==> src/rtl/maze_pkg.sv <==
// Shared types and constants for the maze sequencing controller.
package maze_pkg;
  localparam int MAZE_W_DEF = 16;
  localparam int MAZE_H_DEF = 16;
  localparam logic PATH = 1'b1;
  localparam logic WALL = 1'b0;

  typedef enum logic [2:0] {
    S_IDLE   = 3'd0,
    S_ARM    = 3'd1,
    S_GUARD  = 3'd2,
    S_CARVE  = 3'd3,
    S_SNAP   = 3'd4,
    S_STREAM = 3'd5,
    S_DONE   = 3'd6
  } state_t;
endpackage

==> src/rtl/maze_row_mux.sv <==
// Combinational row select: returns snapshot row `sel` (bit x = column x).
module maze_row_mux #(
  parameter int MAZE_W = 16,
  parameter int MAZE_H = 16
) (
  input  logic [MAZE_W*MAZE_H-1:0] snap,
  input  logic [3:0]               sel,
  output logic [MAZE_W-1:0]        row
);
  logic [MAZE_H-1:0][MAZE_W-1:0] rows;

  for (genvar y = 0; y < MAZE_H; y++) begin : g_row
    assign rows[y] = snap[y*MAZE_W +: MAZE_W];
  end

  always_comb begin
    row = '0;
    if (int'(sel) < MAZE_H) row = rows[sel];
  end
endmodule

==> src/rtl/maze_seq_ctrl.sv <==
// Sequences one carver run (arm, guard, carve with timeout), snapshots the
// bitmap and streams it row by row over a valid/ready handshake.
module maze_seq_ctrl
  import maze_pkg::*;
#(
  parameter int MAZE_W      = MAZE_W_DEF,
  parameter int MAZE_H      = MAZE_H_DEF,
  parameter int TIMEOUT_CYC = 65535,
  parameter int GUARD_CYC   = 2
) (
  input  logic                     clk,
  input  logic                     rst,
  input  logic                     gen_req,
  output logic                     carver_start,
  input  logic                     carver_finish,
  input  logic [MAZE_W*MAZE_H-1:0] maze_data,
  output logic                     row_valid,
  input  logic                     row_ready,
  output logic [MAZE_W-1:0]        row_data,
  output logic [3:0]               row_idx,
  output logic                     busy,
  output logic                     done,
  output logic                     timeout_err
);
  localparam int CW = $clog2(TIMEOUT_CYC + 1);
  localparam int GW = (GUARD_CYC > 1) ? $clog2(GUARD_CYC + 1) : 1;
  localparam logic [CW-1:0] TO_LAST  = CW'(TIMEOUT_CYC - 1);
  localparam logic [GW-1:0] G_LAST   = GW'(GUARD_CYC - 1);
  localparam logic [3:0]    LAST_ROW = 4'(MAZE_H - 1);

  state_t                   state;
  logic [CW-1:0]            cnt;
  logic [GW-1:0]            g_cnt;
  logic [3:0]               ptr;
  logic [MAZE_W*MAZE_H-1:0] snap;
  logic                     timed, tmo_hit;

  // A finish seen on the last allowed CARVE cycle still wins over the timeout.
  assign timed   = (state == S_ARM) || (state == S_GUARD) || (state == S_CARVE);
  assign tmo_hit = timed && (cnt == TO_LAST) && !(state == S_CARVE && carver_finish);
  assign row_idx = ptr;

  maze_row_mux #(.MAZE_W(MAZE_W), .MAZE_H(MAZE_H)) u_row_mux (
    .snap (snap),
    .sel  (ptr),
    .row  (row_data)
  );

  always_ff @(posedge clk) begin
    if (rst) begin
      state        <= S_IDLE;
      carver_start <= 1'b0;
      row_valid    <= 1'b0;
      busy         <= 1'b0;
      done         <= 1'b0;
      timeout_err  <= 1'b0;
      cnt          <= '0;
      g_cnt        <= '0;
      ptr          <= '0;
      snap         <= {(MAZE_W*MAZE_H){WALL}};
    end else begin
      done <= 1'b0;
      if (timed) cnt <= cnt + 1'b1;
      if (tmo_hit) begin
        state        <= S_IDLE;
        carver_start <= 1'b0;
        busy         <= 1'b0;
        timeout_err  <= 1'b1;
      end else begin
        case (state)
          S_IDLE: if (gen_req) begin
            state        <= S_ARM;
            carver_start <= 1'b1;
            busy         <= 1'b1;
            cnt          <= '0;
            timeout_err  <= 1'b0;
          end
          // Wait for a stale finish from the previous run to clear.
          S_ARM: if (!carver_finish) begin
            state        <= S_GUARD;
            carver_start <= 1'b0;
            g_cnt        <= '0;
          end
          S_GUARD: begin
            g_cnt <= g_cnt + 1'b1;
            if (g_cnt == G_LAST) state <= S_CARVE;
          end
          S_CARVE: if (carver_finish) state <= S_SNAP;
          S_SNAP: begin
            snap      <= maze_data;
            ptr       <= '0;
            row_valid <= 1'b1;
            state     <= S_STREAM;
          end
          S_STREAM: if (row_ready) begin
            if (ptr == LAST_ROW) begin
              row_valid <= 1'b0;
              done      <= 1'b1;
              state     <= S_DONE;
            end else begin
              ptr <= ptr + 1'b1;
            end
          end
          S_DONE: begin
            busy  <= 1'b0;
            state <= S_IDLE;
          end
          default: state <= S_IDLE;
        endcase
      end
    end
  end
endmodule

==> config.mk <==
export PLATFORM = sky130hd
export DESIGN_NAME = maze_seq_ctrl
export DESIGN_NICKNAME = d
export VERILOG_FILES = /design/src/rtl/maze_pkg.sv /design/src/rtl/maze_row_mux.sv /design/src/rtl/maze_seq_ctrl.sv
export SDC_FILE = /design/constraint.sdc
export NUM_CORES = 1
export LEC_CHECK = 0
export ABC_CLOCK_PERIOD_IN_PS = 1800
export BUFFER_PORTS_ARGS = -buffer_cell sky130_fd_sc_hd__buf_2
export CELL_PAD_IN_SITES_DETAIL_PLACEMENT = 1
export CELL_PAD_IN_SITES_GLOBAL_PLACEMENT = 1
export CORE_MARGIN = 4
export CORE_UTILIZATION = 36
export DETAILED_ROUTE_END_ITERATION = 8
export PLACE_DENSITY = 0.81
export SETUP_SLACK_MARGIN = 0.05
export SLEW_MARGIN = 20
export SYNTH_ARGS = -nofsm -noshare
export SYNTH_HDL_FRONTEND = slang
export SYNTH_HIERARCHICAL = 1
export SYNTH_SLANG_ARGS = --single-unit
export TNS_END_PERCENT = 20
==> constraint.sdc <==
create_clock -name clk -period 1.8 [get_ports clk]
set_clock_uncertainty 0.05 [all_clocks]
set_input_delay 0.27 -clock clk [delete_from_list [all_inputs] [get_ports clk]]
set_output_delay 0.27 -clock clk [all_outputs]
set_load 0.005 [all_outputs]
==> results.ini, run 1 <==
[logic_synthesis]
yosysTopAreaCell=dfxtp_1
synth.distinct_cells=45
ys_warn_count=6
synth.most_common_cell=nand2_1
seq_area_frac_synth=0.474
synth_area_per_cell_um2=8.54
async_reset_ff_frac=0
ys.flop_type=dfxtp_1
syn-num-nets=1679
ys_seq_elements=286
synth_area_um2=12100
ys_top_cells_by_count=nand2_1 (541), dfxtp_1 (286), a21oi_1 (265)
synth.top_cell.area_share=0.474
synth_cells=1414
synthTopCellsByArea=dfxtp_1 (47%), nand2_1 (17%), a21oi_1 (11%), mux4_2 (10%), mux4_1 (2.2%)
synth_edf_count=0

[routing]
drt_pass1_iterations=5
first_iter_violations=1599
vias=14300
postRouteAntennaNets=0
drcViolationCount=0
routedWlPerCell_um=29.1
routed_wl_um=70300
vias_per_cell=5.93

[sta]
worst_pin_slew_ns=0.751
setup-tns-final_ns=-13.66
setup_viol=20
max_freq_mhz=368
holdWs_ns=-0.00408
hold_viol=1
finalCritPeriodShare=1.51
period_needed_ns=2.72
timing.slew.headroom=0.498
drv_slew=0
setup_ws_ns=-0.917
grt_setup_unrepaired=yes

[clock_tree]
clk_latency_ns=0.57
cts-buffers-inserted=30
cts_htree_levels=1
clock-sinks=286
clk_pin_slew_ns=0.07
cts_buffer_depth=3
cts_tree=done
cts-root-buf=clkbuf_16

[placed_design]
dp_hpwl_um=36400
io_buffers=285
place.gp.congestion=0.938
dp_slack_ns=-0.253

[floorplanning]
num_rows=66
die_h_um=191
io_pins=286
die-area_um2=36500
die_x_um=191
initial_core_util=0.368
core_um2=32800

[global_routing]
met3_usage=0.0988
grt_overflow=0
globalRoute.busiestLayer=met2
grt_pass1_wl_um=95600
grtUsageTotal=0.346
use_met1=0.381
antenna_found_initial=5
grt_max_degree=106
grt_pass1_vias=15100
grt_use_met2=0.578

[setup_path]
required_ns=1.48
criticalPathCategory=register to output pin
ff2ff_setup_slack_ns=-0.05
cp.arrival_ns=2.40
critical_path.max_fanout=6
r2r_cells=7
cp-start-kind=register
end_kind=output pin
r2r-start=row_idx[0]
max_stage_delay_ns=0.55
rr_endpoint=row_idx[3]
critPathSlowestCell=mux4_2
cp_cell_sequence=buf_4 -> buf_12 -> mux4_2 -> a22oi_2 -> nand2_1 -> buf_2

[cells_and_area]
num-nets-final=2203
drive_gt1_frac=0.280
fillers=3736
area_growth_pct=52.8
utilization=0.563

[power]
max-vdd-ir-drop_uv=682
p_leak_nw=6.89
p_per_area_nw_per_um2=850
p_total_mw=15.7

[hold_path]
holdPathEnd=snap[116]
hold_start=maze_data[116]
hp-class=primary input to register
hold_depth=3

[outcome]
violations=hold timing, setup timing
status=finished, violations left

[job]
maxCapViolCount=0

==> cell type report <==
class | count | area, um^2 | area share
antenna | 10 | 25.0 | 0.00136
clock inverter | 18 | 308 | 0.0167
timing repair buffer | 604 | 4850 | 0.263
sequential | 286 | 5740 | 0.311
multi-input combinational | 1011 | 6090 | 0.330
tap | 442 | 553 | 0.0300
clock buffer | 38 | 875 | 0.0474
inverter | 5 | 18.8 | 0.00102
==> worst max-delay path by stage <==
| stage | slack, ns | to | from | cells after the start |
|---|---|---|---|---|
| after floorplan | 0.04 | row_data[14] | row_idx[0] | 5 |
| after global placement | -0.44 | row_data[8] | row_idx[2] | 4 |
| after CTS | -0.85 | row_data[1] | row_idx[0] | 7 |
| final | -0.92 | row_data[9] | row_idx[0] | 6 |
| after global routing | -0.94 | row_data[1] | row_idx[0] | 6 |
| after detailed placement | -0.25 | row_data[6] | row_idx[0] | 5 |
==> power by group <==
group          leakage (nW)  internal, mW  switching (mW)
Sequential             2.31          6.43           0.127
Combinational          4.01         0.797           0.734
Clock                 0.568          4.59            3.00
==> critical path: cells and delay by family (launching register included) <==
kind,cells,cell delay [ns]
AOI/OAI and AO/OA,1,0.28
muxes,1,0.55
buffers and inverters,3,0.47
DFF,1,0.41
and+or+nand+nor,1,0.12
==> metal layers <==
metal / vias up / wire length (um)
li1: 5850 / -
met1: 6883 / 24100
met2: 1136 / 32400
met3: 438 / 7020
met4: 6 / 6720
met5: - / 35
==> cells in the final DEF (no fill, tap or decap), drive strengths merged, types with 6 or more instances in the layout <==
cell / instances
o21ai: 6
nor2: 23
xor2: 9
a21oi: 265
diode: 10
bufinv: 8
nand3: 7
and3: 6
nand2: 541
dfxtp: 286
a22oi: 32
clkbuf: 42
mux4: 64
buf: 356
or3: 6
nand4: 7
dlygate4sd3: 244
clkinv: 6
==> sequential cells by signal, summed over array words and instances (netlist names) <==
register,cells
snap,256
cnt,16
row_idx,4
state,3
g_cnt,2
busy,1
carver_start,1
done,1
row_valid,1
timeout_err,1
==> per-stage QoR <==
step,instance area (um^2),std cells
3_3_place_gp,14300,2088
6_report,18500,2414
2_1_floorplan,12100,1414
3_5_place_dp,14300,2088
4_1_cts,18300,2401
5_1_grt,18500,2412
==> timing repair <==
item / CTS / global route
resized for setup: 49 / 41
cloned: 2 / 3
hold buffers: 243 / 1
setup buffers: 12 / 1
hold endpoints to repair: 245 / 1
pin swaps: 11 / 16
endpoints found under the setup margin: 136 / 52
==> cell families after synthesis <==
| logic type | after synthesis | synth area share |
|---|---|---|
| mux | 65 | 0.123 |
| flops | 286 | 0.474 |
| buf+inv | 117 | 0.0436 |
| fa+ha+maj | 4 | 0.00414 |
| simple gates | 610 | 0.202 |
| compound gates | 318 | 0.143 |
| xor+xnor | 14 | 0.0102 |
No activity file was read; power rests on OpenSTA's default activity.
==> inputs of run 2 (changes only) <==
Settings changed: ABC_AREA set to 1, CORE_MARGIN 4 to not set, CORE_UTILIZATION 36 to 35, PLACE_DENSITY 0.81 to not set, PLACE_DENSITY_LB_ADDON set to 0.1.
==> run 2 against run 1 <==
Compared with the run above: the run still ends with hold timing, setup timing left; non-clock buffer count shrank 91; synthesized cell count grew 51%; design area grew 3.4%; clock power shrank 7.4%; critical path type unchanged; largest power group is now sequential cells; highest routed layer is now met4.
==> results.ini, run 2 <==
[clock_tree]
cts-root-buf=clkbuf_16
cts-buffers-inserted=36
cts_buffer_depth=3
cts_htree_levels=2
clock-sinks=286
clk_pin_slew_ns=0.05
clk_latency_ns=0.53
cts_tree=done

[placed_design]
dp_cells=2877
io_buffers=285
dp_hpwl_um=39100
place.gp.congestion=0.919

[routing]
first_iter_violations=670
top_layer=met4
vias_per_cell=4.85
postRouteAntennaNets=0
routed_wl_um=54800
wl_met3_um=2570
vias=14900
wl_met2_um=26400
routedWlPerCell_um=17.8
drt_pass1_iterations=5
drt-met1-wl_um=24200
drcViolationCount=0

[cells_and_area]
final_cells=3081
regArea_um2=5730
area_growth_pct=39.1
num-nets-final=2810
layout_common_cells=nor2_1 (551), nand2_1 (395), buf_2 (285), dfxtp_1 (282), o21ai_0 (252)
multi_input_area_um2=6710
top_register=snap
fillers=5035
largest_register_ffs=256
layout_commonest_cell=nor2_1
drive_gt1_frac=0.203

[logic_synthesis]
yosysTopAreaCell=dfxtp_1
synth_area_um2=13700
synth.top_cell.area_share=0.417
ys_warn_count=6
synth.distinct_cells=34
synth_edf_count=0
ys_seq_elements=286
seq_area_frac_synth=0.417
synthTopCellsByArea=dfxtp_1 (42%), nor2_1 (15%), nand2_1 (11%), o21ai_0 (9.5%), nand3_1 (7.5%)
ys.flop_type=dfxtp_1
async_reset_ff_frac=0
synth_cells=2131
syn-num-nets=2396
synth.most_common_cell=nor2_1
synth_area_per_cell_um2=6.44
ys_top_cells_by_count=nor2_1 (553), nand2_1 (404), dfxtp_1 (286)

[power]
p_per_area_nw_per_um2=932
p_seq_frac=0.399
intPower_mw=12.6
max-vdd-ir-drop_uv=590
p_total_mw=17.8
pwr-share-comb=0.206
p_leak_nw=8.04
power_frac_clock=0.395
power.switching_mw=5.17
sw_frac_of_total=0.291

[outcome]
violations=hold timing, setup timing
status=finished, violations left

[sta]
holdWs_ns=-0.0168
drv_slew=0
period_needed_ns=2.28
hold_viol=2
max_freq_mhz=439
worst_pin_slew_ns=0.471
finalCritPeriodShare=1.27
setup_ws_ns=-0.477
setup_viol=16
grt_setup_unrepaired=yes
timing.slew.headroom=0.686

[floorplanning]
initial_core_util=0.355
die-area_um2=40000
die_h_um=200
die_x_um=200
core_um2=38600
io_pins=286
num_rows=72

[global_routing]
antenna_found_initial=2
grtUsageTotal=0.271
grt_max_degree=137
grt_overflow=0
grt_pass1_vias=15000
grt_pass1_wl_um=82800

[job]
maxCapViolCount=0

[setup_path]
r2r_cells=12
crit_family=simple AND/OR/NAND/NOR gates
required_ns=1.48
criticalPathCategory=register to output pin
cp.depth=8
cp_num_buf_inv=3
critPathSlowestCell=dfxtp_4
critical_path.max_fanout=12
max_stage_delay_ns=0.42
cp_cell_sequence=buf_12 -> buf_4 -> nand2_1 -> nand3_1 -> nand3_1 -> nand3_2 -> nand2_1 -> buf_2
end_kind=output pin
cp.arrival_ns=1.96
cp-start-kind=register

[hold_path]
hp-class=primary input to register
hold_depth=3

==> run 2: cell types whose count changed after synthesis, sizes merged, moves of 5 or more <==
cell	previous run	this run
a21oi	265	23
or3	6	0
mux4	64	0
clkbuf	69	40
nand4	7	2
and3	6	1
nand2	541	409
buf	43	97
inv	5	225
nor2	23	556
a22oi	32	0
o21ai	6	267
nand3	7	207
==> run 2: metal layers <==
metal | track usage | up-vias
met2 | 0.468 | 331
met3 | 0.0375 | 90
met4 | 0.0905 | 0
li1 | - | 7430
met5 | 0 | -
met1 | 0.346 | 7081
==> run 2: worst paths after layout <==
| kind | startpoint | slack [ns] | end |
|---|---|---|---|
| worst max register to register | row_idx[0] | 0.05 | row_idx[3] |
| worst max-delay path | row_idx[0] | -0.48 | row_data[6] |
| worst min register to register | timeout_err | 0.40 | timeout_err |
| worst min-delay path | maze_data[151] | -0.02 | snap[151] |
==> run 2: final cells by class <==
type,instances,area share
antenna,2,0.000262
clock buffer,51,0.0565
clock inverter,3,0.00229
inverter,225,0.0454
multi-input combinational,1483,0.351
sequential,286,0.300
tap,518,0.0339
timing repair buffer,513,0.210
==> run 2: kinds of logic after synthesis <==
logic type | share of synthesized area
and+or+nand+nor | 0.345
buffers and inverters | 0.121
AOI/OAI and AO/OA | 0.109
DFF | 0.417
xor gates and xnor gates | 0.00446
adders and majority gates | 0.00364
==> run 2: timing repair <==
item | CTS | global route
cloned | 4 | 0
hold buffers | 140 | 0
setup endpoints to repair | 27 | 37
resized for setup | 76 | 28
buffers inserted | 2 | 2
pin swaps | 5 | 3
endpoints found under the hold margin | 140 | 0
==> run 2: through the flow <==
step / setup WS (ns) / cell area, um^2 / TNS (ns) / utilization / hold slack, ns
floorplan: 0.378 / 13700 / 0 / - / 0.289
global placement: -0.0301 / 16000 / -0.0318 / 0.414 / 0.387
detailed placement: -0.0566 / 16000 / -0.174 / 0.414 / 0.403
CTS: -0.471 / 19000 / -7.40 / 0.491 / 0.000190
global route: -0.583 / 19100 / -8.58 / 0.494 / 0.00677
finish: -0.477 / 19100 / -7.13 / 0.494 / -0.0168
==> run 2: power by group through the flow <==
| stage | clock (mW) | combinational [mW] | sequential (mW) |
|---|---|---|---|
| floorplan | 0 | 2.03 | 7.14 |
| global placement | 0 | 3.15 | 7.20 |
| detailed placement | 0 | 3.23 | 7.22 |
| CTS | 7.17 | 3.63 | 7.10 |
| global route | 7.41 | 4.08 | 7.16 |
| finish | 7.03 | 3.66 | 7.11 |
==> run 2: worst reg2reg max path: cells and delay by family, from the launching register on <==
family	cells	cell delay (ns)
AO/OA/AOI/OAI	1	0.12
adder cells (fa/ha/maj)	1	0.16
buffers and inverters	4	0.50
flip-flops	1	0.42
AND/OR/NAND/NOR	6	0.44
